## config.mk

```make
export PLATFORM = sky130hd
export DESIGN_NAME = multicycle_main_control_flat
export DESIGN_NICKNAME = d
export VERILOG_FILES = /design/src/rtl/multicycle_main_control_if.sv /design/src/rtl/multicycle_main_control.sv /design/src/flat_wrapper.sv
export SDC_FILE = /design/constraint.sdc
export NUM_CORES = 1
export LEC_CHECK = 0
export BUFFER_PORTS_ARGS = -buffer_cell sky130_fd_sc_hd__buf_2
export CAP_MARGIN = 40
export CORE_MARGIN = 4
export CORE_UTILIZATION = 45
export DETAILED_ROUTE_END_ITERATION = 7
export GPL_TIMING_DRIVEN = 0
export MAX_ROUTING_LAYER = met4
export PLACE_DENSITY = 0.83
export SETUP_SLACK_MARGIN = 0.4
export SLEW_MARGIN = 15
export SYNTH_ARGS = -nofsm -noshare
export SYNTH_HDL_FRONTEND = slang
export SYNTH_SLANG_ARGS = --single-unit
export TNS_END_PERCENT = 20
```

## constraint.sdc

```tcl
create_clock -name clk -period 2.2 [get_ports clk]
set_input_delay 0.44 -clock clk [delete_from_list [all_inputs] [get_ports clk]]
set_output_delay 0.44 -clock clk [all_outputs]
set_load 0.05 [all_outputs]
```

## src/rtl/multicycle_main_control_if.sv

```systemverilog
// multicycle_main_control_if: opcode/handshake inputs and datapath control outputs of the main control FSM
interface multicycle_main_control_if #(parameter int CNT_W = 32);
  logic [5:0]       opcode;
  logic             mem_ready;
  logic             pc_write;
  logic             pc_write_cond;
  logic             i_or_d;
  logic             mem_read;
  logic             mem_write;
  logic             ir_write;
  logic             mem_to_reg;
  logic             reg_dst;
  logic             reg_write;
  logic             alu_src_a;
  logic [1:0]       alu_src_b;
  logic [1:0]       alu_op;
  logic [1:0]       pc_source;
  logic [3:0]       state;
  logic             instr_retired;
  logic             illegal_op;
  logic [CNT_W-1:0] retired_count;
  modport master (
    input  opcode, mem_ready,
    output pc_write, pc_write_cond, i_or_d, mem_read, mem_write, ir_write, mem_to_reg,
           reg_dst, reg_write, alu_src_a, alu_src_b, alu_op, pc_source, state,
           instr_retired, illegal_op, retired_count
  );
  modport slave (
    output opcode, mem_ready,
    input  pc_write, pc_write_cond, i_or_d, mem_read, mem_write, ir_write, mem_to_reg,
           reg_dst, reg_write, alu_src_a, alu_src_b, alu_op, pc_source, state,
           instr_retired, illegal_op, retired_count
  );
endinterface

```

## src/rtl/multicycle_main_control.sv

```systemverilog
// multicycle_main_control: Moore main control FSM for the multi-cycle MIPS datapath with retire counter.
// Define MEM_WAIT_EN to make FETCH/MEM_READ/MEM_WRITE hold until mem_ready.
module multicycle_main_control #(
  parameter int CNT_W = 32
) (
  input  logic                       clk,
  input  logic                       rst_n,
  multicycle_main_control_if.master  bus
);
  typedef enum logic [3:0] {
    IDLE      = 4'd0,
    FETCH     = 4'd1,
    DECODE    = 4'd2,
    MEM_ADDR  = 4'd3,
    MEM_READ  = 4'd4,
    MEM_WB    = 4'd5,
    MEM_WRITE = 4'd6,
    R_EXEC    = 4'd7,
    R_WB      = 4'd8,
    BRANCH    = 4'd9,
    JUMP      = 4'd10,
    ADDI_EXEC = 4'd11,
    ADDI_WB   = 4'd12,
    TRAP      = 4'd13
  } state_t;
  localparam logic [5:0] OP_R    = 6'b000000;
  localparam logic [5:0] OP_LW   = 6'b100011;
  localparam logic [5:0] OP_SW   = 6'b101011;
  localparam logic [5:0] OP_BEQ  = 6'b000100;
  localparam logic [5:0] OP_J    = 6'b000010;
  localparam logic [5:0] OP_ADDI = 6'b001000;
  state_t           state_q, state_d;
  logic [CNT_W-1:0] cnt_q, cnt_d;
  logic             rdy;
  logic             retire;
  logic [5:0]       op;
`ifdef MEM_WAIT_EN
  assign rdy = bus.mem_ready;
`else
  logic unused_mem_ready;
  assign unused_mem_ready = bus.mem_ready;
  assign rdy = 1'b1;
`endif
  assign op = bus.opcode;
  always_ff @(posedge clk or negedge rst_n)
    if (!rst_n) begin
      state_q <= IDLE;
      cnt_q   <= '0;
    end else begin
      state_q <= state_d;
      cnt_q   <= cnt_d;
    end
  always_comb begin
    state_d           = state_q;
    retire            = 1'b0;
    bus.pc_write      = 1'b0;
    bus.pc_write_cond = 1'b0;
    bus.i_or_d        = 1'b0;
    bus.mem_read      = 1'b0;
    bus.mem_write     = 1'b0;
    bus.ir_write      = 1'b0;
    bus.mem_to_reg    = 1'b0;
    bus.reg_dst       = 1'b0;
    bus.reg_write     = 1'b0;
    bus.alu_src_a     = 1'b0;
    bus.alu_src_b     = 2'b00;
    bus.alu_op        = 2'b00;
    bus.pc_source     = 2'b00;
    bus.illegal_op    = 1'b0;
    case (state_q)
      IDLE: state_d = FETCH;
      FETCH: begin
        bus.mem_read  = 1'b1;
        bus.ir_write  = rdy;
        bus.pc_write  = rdy;
        bus.alu_src_b = 2'b01;
        state_d       = rdy ? DECODE : FETCH;
      end
      DECODE: begin
        bus.alu_src_b = 2'b11;
        state_d = (op == OP_LW || op == OP_SW) ? MEM_ADDR :
                  (op == OP_R)                 ? R_EXEC   :
                  (op == OP_BEQ)               ? BRANCH   :
                  (op == OP_J)                 ? JUMP     :
                  (op == OP_ADDI)              ? ADDI_EXEC : TRAP;
      end
      MEM_ADDR: begin
        bus.alu_src_a = 1'b1;
        bus.alu_src_b = 2'b10;
        state_d       = (op == OP_LW) ? MEM_READ : MEM_WRITE;
      end
      MEM_READ: begin
        bus.mem_read = 1'b1;
        bus.i_or_d   = 1'b1;
        state_d      = rdy ? MEM_WB : MEM_READ;
      end
      MEM_WB: begin
        bus.reg_write  = 1'b1;
        bus.mem_to_reg = 1'b1;
        retire         = 1'b1;
        state_d        = FETCH;
      end
      MEM_WRITE: begin
        bus.mem_write = 1'b1;
        bus.i_or_d    = 1'b1;
        retire        = rdy;
        state_d       = rdy ? FETCH : MEM_WRITE;
      end
      R_EXEC: begin
        bus.alu_src_a = 1'b1;
        bus.alu_op    = 2'b10;
        state_d       = R_WB;
      end
      R_WB: begin
        bus.reg_write = 1'b1;
        bus.reg_dst   = 1'b1;
        retire        = 1'b1;
        state_d       = FETCH;
      end
      BRANCH: begin
        bus.alu_src_a     = 1'b1;
        bus.alu_op        = 2'b01;
        bus.pc_write_cond = 1'b1;
        bus.pc_source     = 2'b01;
        retire            = 1'b1;
        state_d           = FETCH;
      end
      JUMP: begin
        bus.pc_write  = 1'b1;
        bus.pc_source = 2'b10;
        retire        = 1'b1;
        state_d       = FETCH;
      end
      ADDI_EXEC: begin
        bus.alu_src_a = 1'b1;
        bus.alu_src_b = 2'b10;
        state_d       = ADDI_WB;
      end
      ADDI_WB: begin
        bus.reg_write = 1'b1;
        retire        = 1'b1;
        state_d       = FETCH;
      end
      TRAP: begin
        bus.illegal_op = 1'b1;
        state_d        = FETCH;
      end
      default: state_d = FETCH;
    endcase
    cnt_d = cnt_q + CNT_W'(retire);
  end
  assign bus.state         = state_q;
  assign bus.instr_retired = retire;
  assign bus.retired_count = cnt_q;
endmodule
```

## src/flat_wrapper.sv

```systemverilog
// flat-port wrapper written by rule: the top's interface ports become plain ports
module multicycle_main_control_flat 
#(
  parameter int CNT_W = 32
)
  (clk, rst_n, bus_opcode, bus_mem_ready, bus_pc_write, bus_pc_write_cond, bus_i_or_d, bus_mem_read, bus_mem_write, bus_ir_write, bus_mem_to_reg, bus_reg_dst, bus_reg_write, bus_alu_src_a, bus_alu_src_b, bus_alu_op, bus_pc_source, bus_state, bus_instr_retired, bus_illegal_op, bus_retired_count);
  multicycle_main_control_if #(.CNT_W(CNT_W)) bus_i ();
  input  logic clk;
  input  logic rst_n;
  input wire logic [$bits(bus_i.opcode)-1:0] bus_opcode;
  input wire logic [$bits(bus_i.mem_ready)-1:0] bus_mem_ready;
  output wire logic [$bits(bus_i.pc_write)-1:0] bus_pc_write;
  output wire logic [$bits(bus_i.pc_write_cond)-1:0] bus_pc_write_cond;
  output wire logic [$bits(bus_i.i_or_d)-1:0] bus_i_or_d;
  output wire logic [$bits(bus_i.mem_read)-1:0] bus_mem_read;
  output wire logic [$bits(bus_i.mem_write)-1:0] bus_mem_write;
  output wire logic [$bits(bus_i.ir_write)-1:0] bus_ir_write;
  output wire logic [$bits(bus_i.mem_to_reg)-1:0] bus_mem_to_reg;
  output wire logic [$bits(bus_i.reg_dst)-1:0] bus_reg_dst;
  output wire logic [$bits(bus_i.reg_write)-1:0] bus_reg_write;
  output wire logic [$bits(bus_i.alu_src_a)-1:0] bus_alu_src_a;
  output wire logic [$bits(bus_i.alu_src_b)-1:0] bus_alu_src_b;
  output wire logic [$bits(bus_i.alu_op)-1:0] bus_alu_op;
  output wire logic [$bits(bus_i.pc_source)-1:0] bus_pc_source;
  output wire logic [$bits(bus_i.state)-1:0] bus_state;
  output wire logic [$bits(bus_i.instr_retired)-1:0] bus_instr_retired;
  output wire logic [$bits(bus_i.illegal_op)-1:0] bus_illegal_op;
  output wire logic [$bits(bus_i.retired_count)-1:0] bus_retired_count;
  assign bus_i.opcode = bus_opcode;
  assign bus_i.mem_ready = bus_mem_ready;
  assign bus_pc_write = bus_i.pc_write;
  assign bus_pc_write_cond = bus_i.pc_write_cond;
  assign bus_i_or_d = bus_i.i_or_d;
  assign bus_mem_read = bus_i.mem_read;
  assign bus_mem_write = bus_i.mem_write;
  assign bus_ir_write = bus_i.ir_write;
  assign bus_mem_to_reg = bus_i.mem_to_reg;
  assign bus_reg_dst = bus_i.reg_dst;
  assign bus_reg_write = bus_i.reg_write;
  assign bus_alu_src_a = bus_i.alu_src_a;
  assign bus_alu_src_b = bus_i.alu_src_b;
  assign bus_alu_op = bus_i.alu_op;
  assign bus_pc_source = bus_i.pc_source;
  assign bus_state = bus_i.state;
  assign bus_instr_retired = bus_i.instr_retired;
  assign bus_illegal_op = bus_i.illegal_op;
  assign bus_retired_count = bus_i.retired_count;
  multicycle_main_control #(.CNT_W(CNT_W)) u_core (.clk(clk), .rst_n(rst_n), .bus(bus_i));
endmodule
```

; ---- Yosys cells after proc, flatten, opt, wreduce, memory -nomap -nowiden
; Cells that the tools add are included.
[totals]
regBits = 36
in_bits = 9
output_inout_bits = 54
word_cells = 52
[op_classes]
addsub = 1
eq_ne = 18
n_mux = 22
reduce_logical = 9
[op_table]
columns = op, count
row1 = adder 32 x 1 -> 32 bit, 1
row2 = "== test 4 bit, second input constant", 6
row3 = one-hot mux 4 bit (6 select lines), 1
row4 = "== test 4 x 3 -> 1 bit, second input constant", 4
row5 = two-way mux 4 bit, 4
row6 = "== test 6 bit, second input constant", 2
row7 = two-way mux 1 bit, 12
row8 = "== test 4 x 2 -> 1 bit, second input constant", 2
row9 = one-hot mux 2 bit (2 select lines), 2
row10 = OR reduction 2 bit, 4
row11 = "== test 6 x 2 -> 1 bit, second input constant", 1
row12 = "== test 6 x 3 -> 1 bit, second input constant", 1
row13 = "== test 6 x 4 -> 1 bit, second input constant", 1
row14 = zero test 6 bit, 1
row15 = one-hot mux 2 bit (3 select lines), 1
row16 = OR reduction 6 bit, 1
row17 = "== test 4 x 1 -> 1 bit, second input constant", 1
row18 = OR reduction 4 bit, 1
row19 = two-way mux 3 bit, 1
row20 = OR reduction 3 bit, 1
row21 = two-way mux 2 bit, 1
row22 = logical OR 1 bit, 1

; ---- Depth between registers and ports, before layout
; Gate-level depths: netlist (run 1).
[logic_depth]
word_depth = 7
mapped_depth = 11
depth_no_buf = 9

; ---- Worst setup path after synthesis (run 1)
; No wires, ideal clock.
[synth_timing]
path_kind = register -> register
from = reg u_core.state_q[2], in the netlist u_core.bus.state[2]
to = reg u_core.cnt_q[20], in the netlist u_core.bus.retired_count[20]
setup_ns = 0.141
arrival_ns = 3.512
t_required_ns = 2.059
path_slack_ns = -1.454
path_stages_with_launch = 12
path_buffers = 2
path_cell_list = dfrtp_1 -> clkbuf_1 -> o21ai_0 -> xor2_1 -> a21oi_1 -> ha_1 -> ha_1 -> and4_1 -> and3_1 -> clkbuf_1 -> nand4_1 -> xnor2_1
[synth_between]
elab_chain_cells = 4
word_cells_on_any_way = 9
classes_between = add/sub: 1 / eq/ne: 6 / mux: 1 / reduce/logical: 1
[synth_lines]
columns = item, line_no
row1 = "start, declared", multicycle_main_control.sv:32  ; state_t state_q, state_d;
row2 = "start signal, assigned", multicycle_main_control.sv:50  ; state_q <= state_d;
row3 = "== test 4 x 3 -> 1 bit, or another cell as far along", multicycle_main_control.sv:70  ; case (state_q)
row4 = OR reduction 6 bit (no line) (*), -
row5 = two-way mux 1 bit (*), multicycle_main_control.sv:70
row6 = via bus_instr_retired, flat_wrapper.sv:26  ; output wire logic [$bits(bus_i.instr_retired)-1:0] bus_instr_retired;
row7 = adder 32 x 1 -> 32 bit (*), multicycle_main_control.sv:150  ; cnt_d = cnt_q + CNT_W'(retire);
row8 = via u_core.cnt_d[20], multicycle_main_control.sv:33  ; logic [CNT_W-1:0] cnt_q, cnt_d;
row9 = "end signal, assigned", multicycle_main_control.sv:51  ; cnt_q <= cnt_d;
row10 = "end, declared", multicycle_main_control.sv:33
; Mark *: on every way through the listed nets, which the timed path passes. The rest lies on a longest branch.

; ---- Final worst setup path (run 1)
[layout_timing]
from = reg u_core.state_q[3], in the netlist u_core.bus.state[3]
to = reg u_core.cnt_q[26], in the netlist u_core.bus.retired_count[26]
[layout_between]
elab_chain_cells = 4
word_cells_on_any_way = 9
classes_between = add/sub: 1 / eq/ne: 6 / mux: 1 / reduce/logical: 1
[layout_lines]
columns = item, line_no
row1 = "== test 4 x 3 -> 1 bit, or another cell as far along", multicycle_main_control.sv:70
row2 = OR reduction 6 bit (no line) (*), -
row3 = two-way mux 1 bit (*), multicycle_main_control.sv:70
row4 = adder 32 x 1 -> 32 bit (*), multicycle_main_control.sv:150
row5 = via u_core.cnt_d[26], multicycle_main_control.sv:33
; Marks and branches as above.

==> flow_summary.json, run 1 <==
{
  "critical_path.cell_chain": "buf_8 > xor2_2 > a21oi_4 > ha_4 > ha_4 > and4_4 > nand4_1 > nor4_1 > xor2_1",
  "totalNegativeSetupSlack_ps": 0,
  "first_global_vias": 1652,
  "number_of_buffers_inserted_during_clock_tree_synthesis": 5,
  "timing.fmax_mhz": 461,
  "drt.antenna.violating_nets": 0,
  "vdd_ir_drop_max_v": 0.00154,
  "worst_slew_pin_slew_ps": 411,
  "power.share.clock": 0.125,
  "drt_wl_total_mm": 4.81,
  "maxSlewHeadroom": 0.726,
  "rsz0062_at_grt": "true",
  "drive_gt1_frac": 0.437,
  "largest_net_degree_at_the_start_of_global_routing": 37,
  "synth_cells": 198,
  "clock-root-buffer": "clkbuf_8",
  "die_x_um": 73.2,
  "worst_hold_path_type": "in2async",
  "tritoncts_clock_tree": "built",
  "run_status": "finished clean",
  "fillCellCount": 303,
  "clockBufferDepth": 2,
  "ioPinCount": 63,
  "p_leak_nw": 1.39,
  "core_area_um2": 4060,
  "syn_area_per_cell_um2": 9.67,
  "delay_of_the_slowest_critical_path_stage_ps": 420,
  "power.switching_fraction": 0.519,
  "most-common-layout-cells": "buf_2 (52), dfrtp_1 (32), xnor2_1 (20), nor2_1 (16)",
  "place.detailed.hpwl_mm": 3.29,
  "pwr-share-seq": 0.251,
  "final-setup-viol-count": 0,
  "die_area_um2": 5360,
  "detail_route.wl_per_cell_um": 14.7,
  "clock_latency_ps": 280,
  "async_flop_share": 1.00,
  "setup.worst_path.end_class": "register",
  "htree_levels": 2,
  "grt_antenna_before_repair": 0,
  "cell_area_synth_um2": 1910,
  "portBuffers": 61,
  "drc": 0,
  "worstPathMaxFanout": 6,
  "finalNonFillerCells": 327,
  "placed_cells": 309,
  "global_route_total_overflow": 0,
  "timing.critical_path.from_type": "register",
  "hold_ws_ps": 106,
  "vias": 1791,
  "crit_top_cell": "ha_4",
  "floorplan.die.height_um": 73.2,
  "clk_transition_reported_paths_ps": 70,
  "grt_use_total": 0.187,
  "globalRouteMet1Util": 0.226,
  "drt_first_iter_violations": 90,
  "yosysWarnings": 0,
  "area_delta_synth_final_pct": 45.0,
  "grt.met3_usage": 0.0358,
  "grt_use_met2": 0.306,
  "cell_family_with_the_largest_share_of_critical_path_delay": "simple AND/OR/NAND/NOR gates",
  "layout.cells.most_common": "buf_2",
  "initial_utilization": 0.472,
  "max-cap-violations": 0,
  "power.combinational.fraction": 0.624,
  "gp_routability_congestion": 0.792,
  "final_nets": 288,
  "global_route.peak_usage_layer": "met2",
  "pwr_density_cell_nw_per_um2": 1260,
  "cp.buffers_inverters": 1,
  "mappedNetlistNets": 209,
  "crit_type": "reg2reg",
  "area.sequential_um2": 906,
  "multi_input_comb_area_um2": 1180,
  "ys_ff_latch": 36,
  "max_slew_violation_count": 0,
  "first_pass_grt_wire_length_mm": 7.63,
  "intPower_mw": 1.68,
  "cts.sinks": 36,
  "finalClockSkew_ps": 7.78,
  "dominantRegCellSynth": "dfrtp_1",
  "finalCriticalPeriod_ps": 2170,
  "synth_edf_count": 0,
  "slowest_cell_on_crit_path": "dfrtp_2",
  "netlist-cell-type-count": 35,
  "post-route-util": 0.684,
  "arrival_ps": 2380,
  "antenna_cells_inserted": 0,
  "drt_pass1_iterations": 4,
  "drt-vias-per-instance": 5.48,
  "sequential_fraction_of_the_synthesis_area": 0.471,
  "placement_rows": 23,
  "worst-endpoint-required_ps": 2410,
  "timing.final.hold_violations": 0,
  "finalCritPeriodShare": 0.986,
  "total_switching_power_mw": 1.82
}
path summary, 6_finish.rpt:
path                                                        start                                      to  slack, ps  cells after the start
max                                 u_core.bus.state[3]$_DFF_PN0_  u_core.bus.retired_count[26]$_DFF_PN0_         30                      9
min                                                         rst_n  u_core.bus.retired_count[30]$_DFF_PN0_        110                      2
max reg2reg                         u_core.bus.state[3]$_DFF_PN0_  u_core.bus.retired_count[26]$_DFF_PN0_         30                      9
min reg2reg                u_core.bus.retired_count[31]$_DFF_PN0_  u_core.bus.retired_count[31]$_DFF_PN0_        460                      1
max in group asynchronous                                   rst_n           u_core.bus.state[2]$_DFF_PN0_       1890                      2
min in group clk                                    bus_opcode[5]           u_core.bus.state[0]$_DFF_PN0_        450                      2
worst reg2reg max path, delay by kind of cell (launching register included):
family / cells / cell delay [ps]
adder cells (fa/ha/maj): 2 / 320
AO/OA/AOI/OAI: 1 / 170
AND/OR/NAND/NOR: 3 / 710
buffers and inverters: 1 / 130
flip-flops: 1 / 420
XOR/XNOR: 2 / 360
per-stage QoR:
stage / setup slack [ps] / total power [mW] / instance area [um^2]
after global routing: -55.7 / 3.67 / 2780
after global placement: -124 / 2.64 / 2420
after CTS: 38.6 / 3.23 / 2590
after detailed placement: -186 / 2.67 / 2420
after floorplan: -409 / 2.29 / 2050
final: 30.3 / 3.50 / 2780
flip-flops by register name, summed over array words and instances, names as in the netlist:
signal                    count
u_core.bus.state              4
u_core.bus.retired_count     32
synth_stat cells (3+ instances only):
cell / count / area share
dfrtp_1: 36 / 0.47
xnor2_1: 21 / 0.096
nor2_1: 18 / 0.035
nand2_1: 17 / 0.033
xor2_1: 12 / 0.055
nand3_1: 11 / 0.029
nand4_1: 9 / 0.029
clkbuf_1: 8 / 0.016
nor3_1: 7 / 0.018
nor4_1: 7 / 0.023
and3_1: 6 / 0.020
and4_1: 6 / 0.027
a21oi_1: 5 / 0.013
inv_1: 4 / 0.0078
nand2b_1: 3 / 0.0098
o21ai_0: 3 / 0.0078
o31a_1: 3 / 0.014
cells by family (layout without fill, tap and decap cells):
group	Yosys count	in the layout	share of synthesized area
simple gates	95	95	0.273
flops	36	36	0.471
xor+xnor	33	33	0.151
compound gates	17	17	0.0588
buf+inv	15	94	0.0333
fa+ha+maj	2	2	0.0131
metal layers:
layer | vias to the layer above | routed length (um)
met4 | 0 | 77
met1 | 874 | 1990
met2 | 56 | 2500
li1 | 855 | -
met5 | - | 0
met3 | 6 | 238
power groups by stage:
stage,clock (mW),combinational (mW),sequential (mW)
5_1_grt,0.475,2.30,0.896
4_1_cts,0.443,1.91,0.877
3_3_place_gp,0,1.76,0.880
6_report,0.438,2.19,0.880
3_5_place_dp,0,1.78,0.884
2_1_floorplan,0,1.12,1.17
cell type report:
class | count | share of cell area
Clock buffer | 6 | 0.0261
Buffer | 11 | 0.0347
Sequential cell | 36 | 0.326
Multi-Input combinational cell | 147 | 0.424
Inverter | 4 | 0.00541
Timing Repair Buffer | 72 | 0.159
Tap cell | 50 | 0.0225
Clock inverter | 1 | 0.00180
what timing repair did:
item	in CTS	in global routing
hold buffers	0	0
endpoints found under the setup margin	45	45
pin swaps	4	6
resized for setup	11	46
setup buffers	8	2
(Power assumes the default switching activity.)
==> inputs of run 2 (changes only) <==
--- a/config.mk
+++ b/config.mk
@@ -7,10 +7,11 @@
 export LEC_CHECK = 0
 export BUFFER_PORTS_ARGS = -buffer_cell sky130_fd_sc_hd__buf_2
 export CAP_MARGIN = 40
-export CORE_MARGIN = 4
+export CORE_MARGIN = 1.5
 export CORE_UTILIZATION = 45
 export DETAILED_ROUTE_END_ITERATION = 7
 export GPL_TIMING_DRIVEN = 0
+export HOLD_SLACK_MARGIN = 0.15
 export MAX_ROUTING_LAYER = met4
 export PLACE_DENSITY = 0.83
 export SETUP_SLACK_MARGIN = 0.4
==> flow_summary.json, run 2 (synthesized netlist as in run 1, its figures left out) <==
{
  "run_status": "finished clean",
  "placement_rows": 23,
  "arrival_ps": 2370,
  "portBuffers": 61,
  "rsz0062_at_grt": "true",
  "clk_transition_reported_paths_ps": 70,
  "antenna_cells_inserted": 0,
  "postCtsHoldBufs": 0,
  "total_switching_power_mw": 1.91,
  "most-common-layout-cells": "buf_2 (44), dfrtp_1 (32), xnor2_1 (19), buf_4 (16), nand2_1 (15)",
  "ioPinCount": 63,
  "finalCriticalPeriod_ps": 2160,
  "htree_levels": 2,
  "layout.cell_area.non_filler_um2": 2940,
  "setup.worst_path.end_class": "register",
  "intPower_mw": 2.06,
  "worst_hold_path_type": "in2async",
  "global_route_total_overflow": 0,
  "clockBufferDepth": 2,
  "cp.buffers_inverters": 0,
  "drt.antenna.violating_nets": 0,
  "place.detailed.hpwl_mm": 3.14,
  "worst-endpoint-required_ps": 2410,
  "floorplan.die.height_um": 68.2,
  "area_delta_synth_final_pct": 53.5,
  "finalClockSkew_ps": 4.59,
  "crit_type": "reg2reg",
  "largest_register_ff_count": 32,
  "max_slew_violation_count": 0,
  "number_of_buffers_inserted_during_clock_tree_synthesis": 5,
  "cell_family_with_the_largest_share_of_critical_path_delay": "simple AND/OR/NAND/NOR gates",
  "power.switching_fraction": 0.482,
  "pwr-share-seq": 0.226,
  "grt_antenna_before_repair": 0,
  "final-setup-viol-count": 0,
  "tritoncts_clock_tree": "built",
  "timing.final.hold_violations": 0,
  "die_x_um": 68.2,
  "layout.cells.most_common": "buf_2",
  "drt_pass1_iterations": 4,
  "first_global_vias": 1675,
  "slowest_cell_on_crit_path": "or4_4",
  "grt_use_total": 0.212,
  "clock-root-buffer": "clkbuf_8",
  "timing.fmax_mhz": 463,
  "finalCritPeriodShare": 0.982,
  "p_leak_nw": 1.45,
  "drive_gt1_frac": 0.482,
  "critical_path.cell_chain": "o21ai_4 > xor2_2 > a21oi_4 > ha_4 > nand2_1 > or4_4 > nor4_4 > xor2_1",
  "largest_net_degree_at_the_start_of_global_routing": 37,
  "vias": 1846,
  "post_dp_cell_area_um2": 2420,
  "initial_utilization": 0.472,
  "max-cap-violations": 0,
  "worstPathMaxFanout": 5,
  "first_pass_grt_wire_length_mm": 7.31,
  "timing.critical_path.from_type": "register",
  "die_area_um2": 4650,
  "detail_route.wl_per_cell_um": 15.4,
  "pwr_density_cell_nw_per_um2": 1350,
  "power.combinational.fraction": 0.616,
  "worst_slew_pin_slew_ps": 786,
  "p_total_mw": 3.97,
  "clock_latency_ps": 280,
  "core_area_um2": 4060,
  "power.share.clock": 0.158,
  "final_nets": 292,
  "drt_first_iter_violations": 111,
  "drt_wl_total_mm": 5.12,
  "cts.sinks": 36,
  "drc": 0,
  "vdd_ir_drop_max_v": 0.00157,
  "delay_of_the_slowest_critical_path_stage_ps": 530,
  "maxSlewHeadroom": 0.476,
  "drt-vias-per-instance": 5.56,
  "gp_routability_congestion": 0.824
}
==> run 2: cell count changes in the layout (fill, tap and decap cells not counted), sizes merged <==
| cell | change |
|---|---|
| bufinv | +1 |
| buf | +5 |
| clkinv | -1 |
==> run 2: repair_timing <==
item / CTS / global route
gates resized for setup: 21 / 72
endpoints found under the setup margin: 45 / 45
buffers inserted: 12 / 3
pin swaps: 5 / 13
==> run 2: final timing paths <==
kind | to | startpoint | slack (ps) | depth (start not counted)
max in group asynchronous | u_core.bus.state[2]$_DFF_PN0_ | rst_n | 1410 | 1
min reg2reg | u_core.bus.retired_count[31]$_DFF_PN0_ | u_core.bus.retired_count[31]$_DFF_PN0_ | 480 | 1
min in group clk | u_core.bus.state[0]$_DFF_PN0_ | bus_opcode[0] | 450 | 2
min | u_core.bus.retired_count[29]$_DFF_PN0_ | rst_n | 230 | 1
max reg2reg | u_core.bus.retired_count[27]$_DFF_PN0_ | u_core.bus.state[0]$_DFF_PN0_ | 40 | 8
max | u_core.bus.retired_count[27]$_DFF_PN0_ | u_core.bus.state[0]$_DFF_PN0_ | 40 | 8
==> run 2: power groups by stage <==
stage / logic (mW) / registers (mW) / clock network [mW]
3_5_place_dp: 1.77 / 0.886 / 0
4_1_cts: 1.99 / 0.879 / 0.642
3_3_place_gp: 1.75 / 0.883 / 0
5_1_grt: 2.56 / 0.908 / 0.667
2_1_floorplan: 1.12 / 1.17 / 0
6_report: 2.45 / 0.895 / 0.629
==> run 2: layer usage <==
layer	routed length, um	track usage	up-vias	share of wire
li1	-	-	866	-
met1	2050	0.252	913	0.40
met2	2780	0.367	56	0.54
met3	182	0.0329	11	0.036
met4	103	0.0700	0	0.020
met5	0	-	-	0
==> run 2: area by class of cell <==
type,instances,area [um^2]
repair buffers,76,531
multi-input cells,147,1190
well taps,50,62.6
flip-flops and latches,36,906
clock buffers,7,96.3
clock inverters,1,30.0
inverters,4,15.0
fillers,269,1120
plain buffers,11,106
==> run 2: stage by stage <==
stage | hold slack, ps | util | setup TNS (ps) | setup slack [ps] | std cells
6_report | 230 | 0.724 | 0 | 40.7 | 332
5_1_grt | 302 | 0.724 | -309 | -51.7 | 332
4_1_cts | 268 | 0.668 | 0 | 64.9 | 329
3_5_place_dp | 479 | 0.596 | -1550 | -149 | 309
3_3_place_gp | 451 | 0.596 | -1040 | -110 | 309
2_1_floorplan | 144 | - | -8870 | -409 | 198
==> inputs of run 3 (changes only) <==
--- a/config.mk
+++ b/config.mk
@@ -7,16 +7,19 @@
 export LEC_CHECK = 0
 export BUFFER_PORTS_ARGS = -buffer_cell sky130_fd_sc_hd__buf_2
 export CAP_MARGIN = 40
+export CELL_PAD_IN_SITES_DETAIL_PLACEMENT = 1
+export CELL_PAD_IN_SITES_GLOBAL_PLACEMENT = 1
 export CORE_MARGIN = 1.5
-export CORE_UTILIZATION = 45
+export CORE_UTILIZATION = 34
 export DETAILED_ROUTE_END_ITERATION = 7
 export GPL_TIMING_DRIVEN = 0
 export HOLD_SLACK_MARGIN = 0.15
 export MAX_ROUTING_LAYER = met4
-export PLACE_DENSITY = 0.83
+export PLACE_DENSITY = 0.84
+export RECOVER_POWER = 25
 export SETUP_SLACK_MARGIN = 0.4
 export SLEW_MARGIN = 15
 export SYNTH_ARGS = -nofsm -noshare
 export SYNTH_HDL_FRONTEND = slang
 export SYNTH_SLANG_ARGS = --single-unit
-export TNS_END_PERCENT = 20
+export TNS_END_PERCENT = 50
==> flow_summary.json, run 3 (synthesized netlist as in run 1, its figures left out) <==
{
  "detail_route.wl_per_cell_um": 18.6,
  "finalCriticalPeriod_ps": 2240,
  "finalClockSkew_ps": 11.2,
  "placement_rows": 27,
  "p_leak_nw": 1.57,
  "clock_latency_ps": 300,
  "timing.final.hold_violations": 0,
  "layout.cells.most_common": "buf_2",
  "first_pass_grt_wire_length_mm": 9.17,
  "grt_use_total": 0.199,
  "dp_worst_slack_ps": -172,
  "antenna_cells_inserted": 0,
  "timing.critical_path.from_type": "register",
  "place.detailed.hpwl_mm": 3.80,
  "pwr_density_cell_nw_per_um2": 1340,
  "cts.sinks": 36,
  "reg2reg_depth": 10,
  "die_x_um": 78.0,
  "timing.fmax_mhz": 446,
  "final_nets": 297,
  "setup.worst_path.end_class": "register",
  "critical_path.reg2reg.startpoint": "u_core.bus.state[1]$_DFF_PN0_",
  "grt_antenna_before_repair": 0,
  "drt_wl_total_mm": 6.65,
  "area_delta_synth_final_pct": 62.6,
  "global_route_total_overflow": 0,
  "setup.reg_to_reg.worst_slack_ps": -40,
  "drt_first_iter_violations": 57,
  "clock-root-buffer": "clkbuf_8",
  "final-setup-viol-count": 4,
  "first_global_vias": 1893,
  "layout_setup_ws_ps": -41.0,
  "r2r-end": "u_core.bus.retired_count[20]$_DFF_PN0_",
  "ioPinCount": 63,
  "drt-vias-per-instance": 5.26,
  "maxSlewHeadroom": 0.423,
  "min_to": "u_core.bus.state[0]$_DFF_PN0_",
  "floorplan.die.height_um": 78.0,
  "tritoncts_clock_tree": "built",
  "worst_slew_pin_slew_ps": 866,
  "worstPathMaxFanout": 8,
  "delay_of_the_slowest_critical_path_stage_ps": 470,
  "finalCritPeriodShare": 1.02,
  "initial_utilization": 0.350,
  "portBuffers": 61,
  "number_of_buffers_inserted_during_clock_tree_synthesis": 5,
  "die_area_um2": 6090,
  "drt_pass1_iterations": 4,
  "slowest_cell_on_crit_path": "dfrtp_2",
  "layout.cell_area.non_filler_um2": 3110,
  "violations": "setup timing",
  "post-route-util": 0.569,
  "most-common-layout-cells": "buf_2 (43), dfrtp_1 (32), buf_4 (18), buf_6 (18), xnor2_1 (18)",
  "run_status": "complete, but fails checks",
  "crit_type": "reg2reg",
  "drt.antenna.violating_nets": 0,
  "vdd_ir_drop_max_v": 0.00133,
  "critical_path.cell_chain": "o21ai_4 > xor2_2 > a21oi_4 > ha_4 > ha_4 > and4_4 > and3_4 > clkbuf_16 > nand4_1 > xnor2_1",
  "core_area_um2": 5470,
  "post_dp_cell_area_um2": 2480,
  "rsz0062_at_grt": "true",
  "drc": 0,
  "vias": 1877,
  "max_slew_violation_count": 0,
  "holdCritStartpoint": "bus_opcode[0]",
  "largest_net_degree_at_the_start_of_global_routing": 37,
  "largest_register_ff_count": 32,
  "hold_depth": 2,
  "htree_levels": 2,
  "clk_transition_reported_paths_ps": 70,
  "clockBufferDepth": 2,
  "arrival_ps": 2410,
  "worst_hold_path_type": "in2reg",
  "crit_top_cell": "ha_4",
  "max-cap-violations": 0,
  "gp_routability_congestion": 0.824,
  "p_total_mw": 4.16,
  "worst-endpoint-required_ps": 2370,
  "drive_gt1_frac": 0.516
}
==> run 3: cell count changes in the layout (fill, tap and decap cells not counted), sizes merged <==
cell / previous run / this run
buf: 81 / 85
bufinv: 1 / 0
clkbuf: 13 / 12
clkinvlp: 0 / 1
dlygate4sd3: 0 / 1
inv: 4 / 3
==> run 3: worst max path at each step <==
stage	startpoint	end	slack, ps	depth (start not counted)
floorplan	u_core.bus.state[2]$_DFF_PN0_	u_core.bus.retired_count[20]$_DFF_PN0_	-410	11
global placement	u_core.bus.state[3]$_DFF_PN0_	u_core.bus.retired_count[20]$_DFF_PN0_	-120	10
detailed placement	u_core.bus.state[3]$_DFF_PN0_	u_core.bus.retired_count[26]$_DFF_PN0_	-170	9
CTS	u_core.bus.state[3]$_DFF_PN0_	u_core.bus.retired_count[26]$_DFF_PN0_	30	9
global route	u_core.bus.state[0]$_DFF_PN0_	u_core.bus.retired_count[28]$_DFF_PN0_	-100	10
finish	u_core.bus.state[1]$_DFF_PN0_	u_core.bus.retired_count[20]$_DFF_PN0_	-40	10
==> run 3: layer usage <==
layer	track usage	vias up	part of all wire
met1	0.231	948	0.42
met2	0.341	48	0.53
met3	0.0384	7	0.034
li1	-	874	-
met5	-	-	0
met4	0.0786	0	0.012
==> run 3: repair_timing <==
item | 4_1_cts | 5_1_grt
buffers inserted | 9 | 9
pin swaps | 7 | 20
setup endpoints to repair | 45 | 45
hold buffers | 0 | 1
resized for setup | 38 | 77
endpoints found under the hold margin | 0 | 2
==> run 3: final cells by class <==
cell class                 count  area, um^2
fill                         608        2360
multi-input combinational    147        1330
inverter                       4        18.8
sequential                    36         906
tap                           72        90.1
timing repair buffer          81         579
buffer                        11         121
clock buffer                   6        72.6
==> run 3: report_power, final <==
group | internal (mW) | switching, mW | total [mW]
Clock | 0.211 | 0.228 | 0.439
Sequential | 0.759 | 0.138 | 0.898
Combinational | 1.07 | 1.75 | 2.82
==> run 3: stage by stage <==
stage | instances | setup TNS, ps | hold WS (ps)
2_1_floorplan | 198 | -8030 | 144
3_3_place_gp | 331 | -1090 | 450
3_5_place_dp | 331 | -1740 | 461
4_1_cts | 346 | 0 | 264
5_1_grt | 357 | -612 | 454
6_report | 357 | -115 | 453
==> run 3: worst max-delay path, delay by kind of cell (launching register included) <==
family	cells	cell delay, ps
and+or+nand+nor	3	560
DFF	1	470
AOI/OAI and AO/OA	2	340
adders and majority gates	2	330
xor gates and xnor gates	2	270
buffers and inverters	1	150
